[src/rtl/tile_offset_ctrl_if.sv]
// Command, shuffle and pixel-read bundle for tile_offset_ctrl.
// Carries move_count when TILE_OFFSET_CTRL_MOVE_COUNT_EN is defined.
interface tile_offset_ctrl_if;
    logic        cmd_valid;
    logic [3:0]  cmd_code;
    logic        cmd_ready;
    logic        shuffle_start;
    logic [7:0]  shuffle_steps;
    logic [3:0]  rd_x_idx;
    logic [3:0]  rd_y_idx;
    logic [3:0]  col_offset;
    logic [3:0]  row_offset;
    logic [3:0]  cursor_x;
    logic [3:0]  cursor_y;
    logic        scramble;
    logic        busy;
    logic        solved;
`ifdef TILE_OFFSET_CTRL_MOVE_COUNT_EN
    logic [15:0] move_count;
`endif

    modport master (
        output cmd_valid, cmd_code, shuffle_start, shuffle_steps, rd_x_idx, rd_y_idx,
        input  cmd_ready, col_offset, row_offset, cursor_x, cursor_y, scramble, busy, solved
`ifdef TILE_OFFSET_CTRL_MOVE_COUNT_EN
        , input move_count
`endif
    );

    modport slave (
        input  cmd_valid, cmd_code, shuffle_start, shuffle_steps, rd_x_idx, rd_y_idx,
        output cmd_ready, col_offset, row_offset, cursor_x, cursor_y, scramble, busy, solved
`ifdef TILE_OFFSET_CTRL_MOVE_COUNT_EN
        , output move_count
`endif
    );
endinterface

[src/rtl/tile_offset_ctrl.sv]
// Offset tables, cursor, table clear and LFSR auto-shuffle for the tile-scramble display.
// Optional rotate-move counter enabled by defining TILE_OFFSET_CTRL_MOVE_COUNT_EN.
module tile_offset_ctrl #(
    parameter int          GRID_MAX  = 15,
    parameter logic [15:0] LFSR_SEED = 16'hACE1
) (
    input logic          sysclk,
    input logic          rst_n,
    tile_offset_ctrl_if.slave bus
);
    localparam logic [3:0]  GMAX   = 4'(GRID_MAX);
    localparam int          NTILES = GRID_MAX + 1;
    localparam logic [15:0] SEED   = (LFSR_SEED == 16'h0000) ? 16'h0001 : LFSR_SEED;

    typedef enum logic [1:0] {IDLE, CLEAR, SHUFFLE} state_t;

    state_t      state_q, state_d;
    logic [3:0]  rowOff_q [16];
    logic [3:0]  rowOff_d [16];
    logic [3:0]  colOff_q [16];
    logic [3:0]  colOff_d [16];
    logic [3:0]  cursorX_q, cursorX_d;
    logic [3:0]  cursorY_q, cursorY_d;
    logic        scramble_q, scramble_d;
    logic        solved_q, solved_d;
    logic [15:0] lfsr_q, lfsr_d;
    logic [7:0]  steps_q, steps_d;
    logic [3:0]  clrIdx_q, clrIdx_d;
`ifdef TILE_OFFSET_CTRL_MOVE_COUNT_EN
    logic [15:0] moveCount_q, moveCount_d;
`else
    // counter and its port are absent in this build
`endif

    logic        cmdReady;
    logic        cmdAccept;
    logic [15:0] lfsrStep;
    logic [3:0]  shufIdx;

    function automatic logic [3:0] wrapInc(input logic [3:0] v);
        return (v == GMAX) ? 4'd0 : v + 4'd1;
    endfunction

    function automatic logic [3:0] wrapDec(input logic [3:0] v);
        return (v == 4'd0) ? GMAX : v - 4'd1;
    endfunction

    assign cmdReady  = (state_q == IDLE) && !bus.shuffle_start;
    assign cmdAccept = bus.cmd_valid && cmdReady;
    assign lfsrStep  = {1'b0, lfsr_q[15:1]} ^ (lfsr_q[0] ? 16'hB400 : 16'h0000);
    assign shufIdx   = 4'(int'(lfsrStep[4:1]) % NTILES);

    always_comb begin
        state_d    = state_q;
        rowOff_d   = rowOff_q;
        colOff_d   = colOff_q;
        cursorX_d  = cursorX_q;
        cursorY_d  = cursorY_q;
        scramble_d = scramble_q;
        lfsr_d     = lfsr_q;
        steps_d    = steps_q;
        clrIdx_d   = clrIdx_q;
`ifdef TILE_OFFSET_CTRL_MOVE_COUNT_EN
        moveCount_d = moveCount_q;
`endif
        solved_d = 1'b1;
        for (int i = 0; i < 16; i++) begin
            if (rowOff_q[i] != 4'd0 || colOff_q[i] != 4'd0) solved_d = 1'b0;
        end

        case (state_q)
            IDLE: begin
                if (bus.shuffle_start) begin
                    if (bus.shuffle_steps != 8'd0) begin
                        steps_d    = bus.shuffle_steps;
                        scramble_d = 1'b1;
                        state_d    = SHUFFLE;
`ifdef TILE_OFFSET_CTRL_MOVE_COUNT_EN
                        moveCount_d = 16'd0;
`endif
                    end
                end else if (cmdAccept) begin
                    case (bus.cmd_code)
                        4'd1: if (scramble_q) colOff_d[cursorX_q] = wrapInc(colOff_q[cursorX_q]);
                              else            cursorY_d = wrapDec(cursorY_q);
                        4'd2: if (scramble_q) rowOff_d[cursorY_q] = wrapInc(rowOff_q[cursorY_q]);
                              else            cursorX_d = wrapInc(cursorX_q);
                        4'd3: if (scramble_q) rowOff_d[cursorY_q] = wrapDec(rowOff_q[cursorY_q]);
                              else            cursorX_d = wrapDec(cursorX_q);
                        4'd4: if (scramble_q) colOff_d[cursorX_q] = wrapDec(colOff_q[cursorX_q]);
                              else            cursorY_d = wrapInc(cursorY_q);
                        4'd5: scramble_d = ~scramble_q;
                        4'd6: begin
                            state_d  = CLEAR;
                            clrIdx_d = 4'd0;
                        end
                        default: ;
                    endcase
`ifdef TILE_OFFSET_CTRL_MOVE_COUNT_EN
                    if (bus.cmd_code == 4'd6)
                        moveCount_d = 16'd0;
                    else if (scramble_q && bus.cmd_code >= 4'd1 && bus.cmd_code <= 4'd4
                             && moveCount_q != 16'hFFFF)
                        moveCount_d = moveCount_q + 16'd1;
`endif
                end
            end
            CLEAR: begin
                rowOff_d[clrIdx_q] = 4'd0;
                colOff_d[clrIdx_q] = 4'd0;
                if (clrIdx_q == GMAX) state_d  = IDLE;
                else                  clrIdx_d = clrIdx_q + 4'd1;
            end
            SHUFFLE: begin
                // Rotation is taken from the freshly advanced LFSR value, not the held one
                lfsr_d = lfsrStep;
                if (lfsrStep[0])
                    rowOff_d[shufIdx] = lfsrStep[5] ? wrapDec(rowOff_q[shufIdx]) : wrapInc(rowOff_q[shufIdx]);
                else
                    colOff_d[shufIdx] = lfsrStep[5] ? wrapDec(colOff_q[shufIdx]) : wrapInc(colOff_q[shufIdx]);
                steps_d = steps_q - 8'd1;
                if (steps_q == 8'd1) state_d = IDLE;
            end
            default: state_d = IDLE;
        endcase
    end

    always_ff @(posedge sysclk) begin
        if (!rst_n) begin
            state_q    <= IDLE;
            for (int i = 0; i < 16; i++) begin
                rowOff_q[i] <= 4'd0;
                colOff_q[i] <= 4'd0;
            end
            cursorX_q  <= 4'd0;
            cursorY_q  <= 4'd0;
            scramble_q <= 1'b0;
            solved_q   <= 1'b1;
            lfsr_q     <= SEED;
            steps_q    <= 8'd0;
            clrIdx_q   <= 4'd0;
`ifdef TILE_OFFSET_CTRL_MOVE_COUNT_EN
            moveCount_q <= 16'd0;
`endif
        end else begin
            state_q    <= state_d;
            rowOff_q   <= rowOff_d;
            colOff_q   <= colOff_d;
            cursorX_q  <= cursorX_d;
            cursorY_q  <= cursorY_d;
            scramble_q <= scramble_d;
            solved_q   <= solved_d;
            lfsr_q     <= lfsr_d;
            steps_q    <= steps_d;
            clrIdx_q   <= clrIdx_d;
`ifdef TILE_OFFSET_CTRL_MOVE_COUNT_EN
            moveCount_q <= moveCount_d;
`endif
        end
    end

    // Entries above GRID_MAX are never written, so they read back as 0
    assign bus.col_offset = colOff_q[bus.rd_x_idx];
    assign bus.row_offset = rowOff_q[bus.rd_y_idx];
    assign bus.cmd_ready  = cmdReady;
    assign bus.cursor_x   = cursorX_q;
    assign bus.cursor_y   = cursorY_q;
    assign bus.scramble   = scramble_q;
    assign bus.busy       = (state_q != IDLE);
    assign bus.solved     = solved_q;
`ifdef TILE_OFFSET_CTRL_MOVE_COUNT_EN
    assign bus.move_count = moveCount_q;
`endif
endmodule

[src/flat_wrapper.sv]
// flat-port wrapper written by rule: the top's interface ports become plain ports
module tile_offset_ctrl_flat 
#(
    parameter int          GRID_MAX  = 15,
    parameter logic [15:0] LFSR_SEED = 16'hACE1
)
  (sysclk, rst_n, bus_cmd_valid, bus_cmd_code, bus_shuffle_start, bus_shuffle_steps, bus_rd_x_idx, bus_rd_y_idx, bus_cmd_ready, bus_col_offset, bus_row_offset, bus_cursor_x, bus_cursor_y, bus_scramble, bus_busy, bus_solved);
  tile_offset_ctrl_if bus_i ();
  input logic sysclk;
  input logic rst_n;
  input wire logic [$bits(bus_i.cmd_valid)-1:0] bus_cmd_valid;
  input wire logic [$bits(bus_i.cmd_code)-1:0] bus_cmd_code;
  input wire logic [$bits(bus_i.shuffle_start)-1:0] bus_shuffle_start;
  input wire logic [$bits(bus_i.shuffle_steps)-1:0] bus_shuffle_steps;
  input wire logic [$bits(bus_i.rd_x_idx)-1:0] bus_rd_x_idx;
  input wire logic [$bits(bus_i.rd_y_idx)-1:0] bus_rd_y_idx;
  output wire logic [$bits(bus_i.cmd_ready)-1:0] bus_cmd_ready;
  output wire logic [$bits(bus_i.col_offset)-1:0] bus_col_offset;
  output wire logic [$bits(bus_i.row_offset)-1:0] bus_row_offset;
  output wire logic [$bits(bus_i.cursor_x)-1:0] bus_cursor_x;
  output wire logic [$bits(bus_i.cursor_y)-1:0] bus_cursor_y;
  output wire logic [$bits(bus_i.scramble)-1:0] bus_scramble;
  output wire logic [$bits(bus_i.busy)-1:0] bus_busy;
  output wire logic [$bits(bus_i.solved)-1:0] bus_solved;
  assign bus_i.cmd_valid = bus_cmd_valid;
  assign bus_i.cmd_code = bus_cmd_code;
  assign bus_i.shuffle_start = bus_shuffle_start;
  assign bus_i.shuffle_steps = bus_shuffle_steps;
  assign bus_i.rd_x_idx = bus_rd_x_idx;
  assign bus_i.rd_y_idx = bus_rd_y_idx;
  assign bus_cmd_ready = bus_i.cmd_ready;
  assign bus_col_offset = bus_i.col_offset;
  assign bus_row_offset = bus_i.row_offset;
  assign bus_cursor_x = bus_i.cursor_x;
  assign bus_cursor_y = bus_i.cursor_y;
  assign bus_scramble = bus_i.scramble;
  assign bus_busy = bus_i.busy;
  assign bus_solved = bus_i.solved;
  tile_offset_ctrl #(.GRID_MAX(GRID_MAX), .LFSR_SEED(LFSR_SEED)) u_core (.sysclk(sysclk), .rst_n(rst_n), .bus(bus_i));
endmodule
[config.mk]
export PLATFORM = sky130hd
export DESIGN_NAME = tile_offset_ctrl_flat
export DESIGN_NICKNAME = d
export VERILOG_FILES = /design/src/rtl/tile_offset_ctrl_if.sv /design/src/rtl/tile_offset_ctrl.sv /design/src/flat_wrapper.sv
export SDC_FILE = /design/constraint.sdc
export NUM_CORES = 1
export LEC_CHECK = 0
export CAP_MARGIN = 5
export CORE_UTILIZATION = 30
export CTS_CLUSTER_SIZE = 25
export DETAILED_ROUTE_END_ITERATION = 10
export PLACE_DENSITY_LB_ADDON = 0.15
export SLEW_MARGIN = 25
export SYNTH_ARGS = -nofsm -noshare
export SYNTH_HDL_FRONTEND = slang
export SYNTH_SLANG_ARGS = --single-unit
[constraint.sdc]
create_clock -name sysclk -period 10.2 [get_ports sysclk]
set_input_delay 1.02 -clock sysclk [delete_from_list [all_inputs] [get_ports sysclk]]
set_output_delay 1.02 -clock sysclk [all_outputs]
set_load 0.005 [all_outputs]
==> results.yml <==
finish:
  postLayoutCellArea_mm2: 0.0153
  final_cells: 2210
  drive_above_1_share_pct: 10.7
  fin_nets: 1651
  fillers: 4765
  final_core_util_pct: 33.7
  area_delta_synth_final_pct: 11.0
  n_antenna_cell: 0
yosys:
  synth_area_leaders: "dfxtp_1 24%, mux4_2 15%, a21oi_1 5.2%"
  syn-cell-area_mm2: 0.0137
  syn_nets: 1685
  yosysWarnings: 0
  synth_top_flop_cell: "dfxtp_1"
  synth_cell_types: 71
  synthTopCellsByCount: "170 x nor2_1, 169 x nand2_1, 168 x dfxtp_1, 142 x a21oi_1, 139 x o21ai_0"
  synth_top_area_share_pct: 24.5
  ys_seq_area_share_pct: 24.5
  synth.avg_cell_area_um2: 8.42
  ys_ff_latch: 168
  syn_inst: 1632
  async_flop_share_pct: 0
  synth_top_area_cell: "dfxtp_1"
  synth_edf_count: 0
  synth.most_common_cell: "nor2_1"
clocking:
  clock_latency_ps: 480
  post_cts_buffers: 0
  clockRootBuffer: "clkbuf_16"
  clk_pin_slew_worst_paths_ps: 60
  cts_hold_buffers: 0
  clockBufferDepth: 2
  cts_sinks: 168
  tritoncts: "done"
  numCtsBuffers: 17
  cts_resized: 0
  cts.htree.levels: 4
timing:
  tightest_slew_ps: 1140
  fin_crit_sh_pct: 44.7
  relSlewSlack_pct: 23.7
  finalMaxSlewViolations: 0
  setup_tns_ps: 0
  hold_viol_final: 0
  grt_setup_unrepaired: "no"
  max_freq_ghz: 0.219
  finalCriticalPeriod_ps: 4560
  setup_viol: 0
  finClkSkew_ps: 19.0
route:
  vias: 14598
  initialDrtViolationCount: 2164
  met2_wirelength_um: 28400
  wl_met3_um: 6480
  drc: 1
  antenna_left: 0
  totalWireLength_um: 64500
  routedWlPerCell_um: 29.2
  highest_layer: "met4"
  viasPerCell: 6.61
  firstDrtPassIters: 8
  drt-met1-wl_um: 26700
global_routing:
  antenna_found_initial: 0
  grt-ovfl-total: 0
  grt_pass1_vias: 13515
  grt_start_max_net_pins: 70
  grt.total_usage_pct: 27.3
  grt_pass1_wl_um: 94200
run_status:
  violations: "DRC"
  status: "finished with violations"
floorplanning:
  io-pin-count: 44
  design.core.area_mm2: 0.0453
  dieArea_mm2: 0.0467
  rows: 78
  fp.dieH_um: 216
  start_util_pct: 30.3
  die_w_um: 216
min_path:
  min_path_type: "flip-flop to flip-flop"
  hold_start: "u_core.lfsr_q[7]"
critical_path:
  critical_path_arrival_ps: 3540
  reg2reg_slack_ps: 5820
  cp_max_fo: 16
  r2r_start: "u_core.lfsr_q[2]"
  crit_chain: "clkdlybuf4s50_1 -> mux4_2 -> mux4_2 -> clkdlybuf4s50_1"
  slowest_stage: "clkdlybuf4s50_1"
  critPathBufInv: 2
  cp-startpoint: "bus_rd_y_idx[1]"
  worstSetupPathDepth: 4
  cp.required_ps: 9180
  max_stage_delay_ps: 960
  start_kind: "input port"
  worstSetupPathType: "input port to output port"
  path_delay_family: "buffers and inverters"
  cp-end-kind: "output port"
  ff2ff_path_depth: 13
  endpoint: "bus_row_offset[0]"
run:
  drv_cap: 0
power_and_ir_drop:
  power.density_mw_per_mm2: 177
  irDropWorstVdd_v: 0.000113
  p_leak_nw: 4.91
placement:
  dp_hpwl_um: 46000
  place.gp.congestion: 0.946
  dp.cells: 2179
  portBuffers: 43
  dpl_cell_area_mm2: 0.0146
[worst min-delay path: cells and delay by family, from the launching register on]
| family | cells | cell delay, ps |
|---|---|---|
| muxes | 1 | 70 |
| DFF | 1 | 320 |
| and+or+nand+nor | 1 | 60 |
[area by class of cell]
class	instances	area, um2	share of cell area (%)
timing repair buffer	73	641	4.20
clock inverter	10	168	1.10
clock buffer	21	450	2.95
inverter	30	113	0.738
sequential	168	3370	22.1
tap	600	751	4.92
multi-input combinational	1308	9770	64.0
[layout by cell type (no fill, tap or decap), drive strengths merged, types with 37 or more instances in the layout]
cell type	Yosys	final
a21oi	142	142
nand2	169	169
a22o	47	47
a22oi	75	75
nand3	46	46
dfxtp	168	168
mux4	112	112
nor4	37	37
nor2	170	170
clkdlybuf4s50	0	40
o21ai	139	139
[stage by stage]
step	power (mW)	hold WS, ps	setup WS [ps]
global placement	1.94	456	5480
global route	2.80	514	5570
CTS	2.67	479	5430
detailed placement	1.94	460	5430
floorplan	1.50	441	6250
finish	2.70	479	5640
[kinds of logic after synthesis]
| family | Yosys count | synth area share [%] |
|---|---|---|
| flip-flops | 168 | 24.5 |
| AO/OA/AOI/OAI | 606 | 29.1 |
| multiplexers | 129 | 20.2 |
| adder cells (fa/ha/maj) | 29 | 2.64 |
| XOR/XNOR | 17 | 1.08 |
| AND/OR/NAND/NOR | 527 | 17.6 |
| buffers and inverters | 156 | 4.94 |
[where the power goes]
part | switching [mW] | internal [mW]
sequential | 0.190 | 0.734
combinational | 0.698 | 0.348
clock | 0.311 | 0.418
[worst min-delay path by stage]
stage / to / slack, ps / depth (start not counted)
after floorplan: u_core.lfsr_q[15] / 440 / 2
after global placement: u_core.lfsr_q[15] / 460 / 2
after detailed placement: u_core.lfsr_q[7] / 460 / 2
after CTS: u_core.lfsr_q[7] / 480 / 2
after global routing: u_core.lfsr_q[7] / 510 / 2
final: u_core.lfsr_q[7] / 480 / 2
[metal layers]
metal	vias up	GRT usage [%]
met5	-	0
met4	0	12.7
met3	164	6.19
met2	920	41.7
met1	7206	36.5
li1	6308	-
No activity file was read; power rests on OpenSTA's default activity.
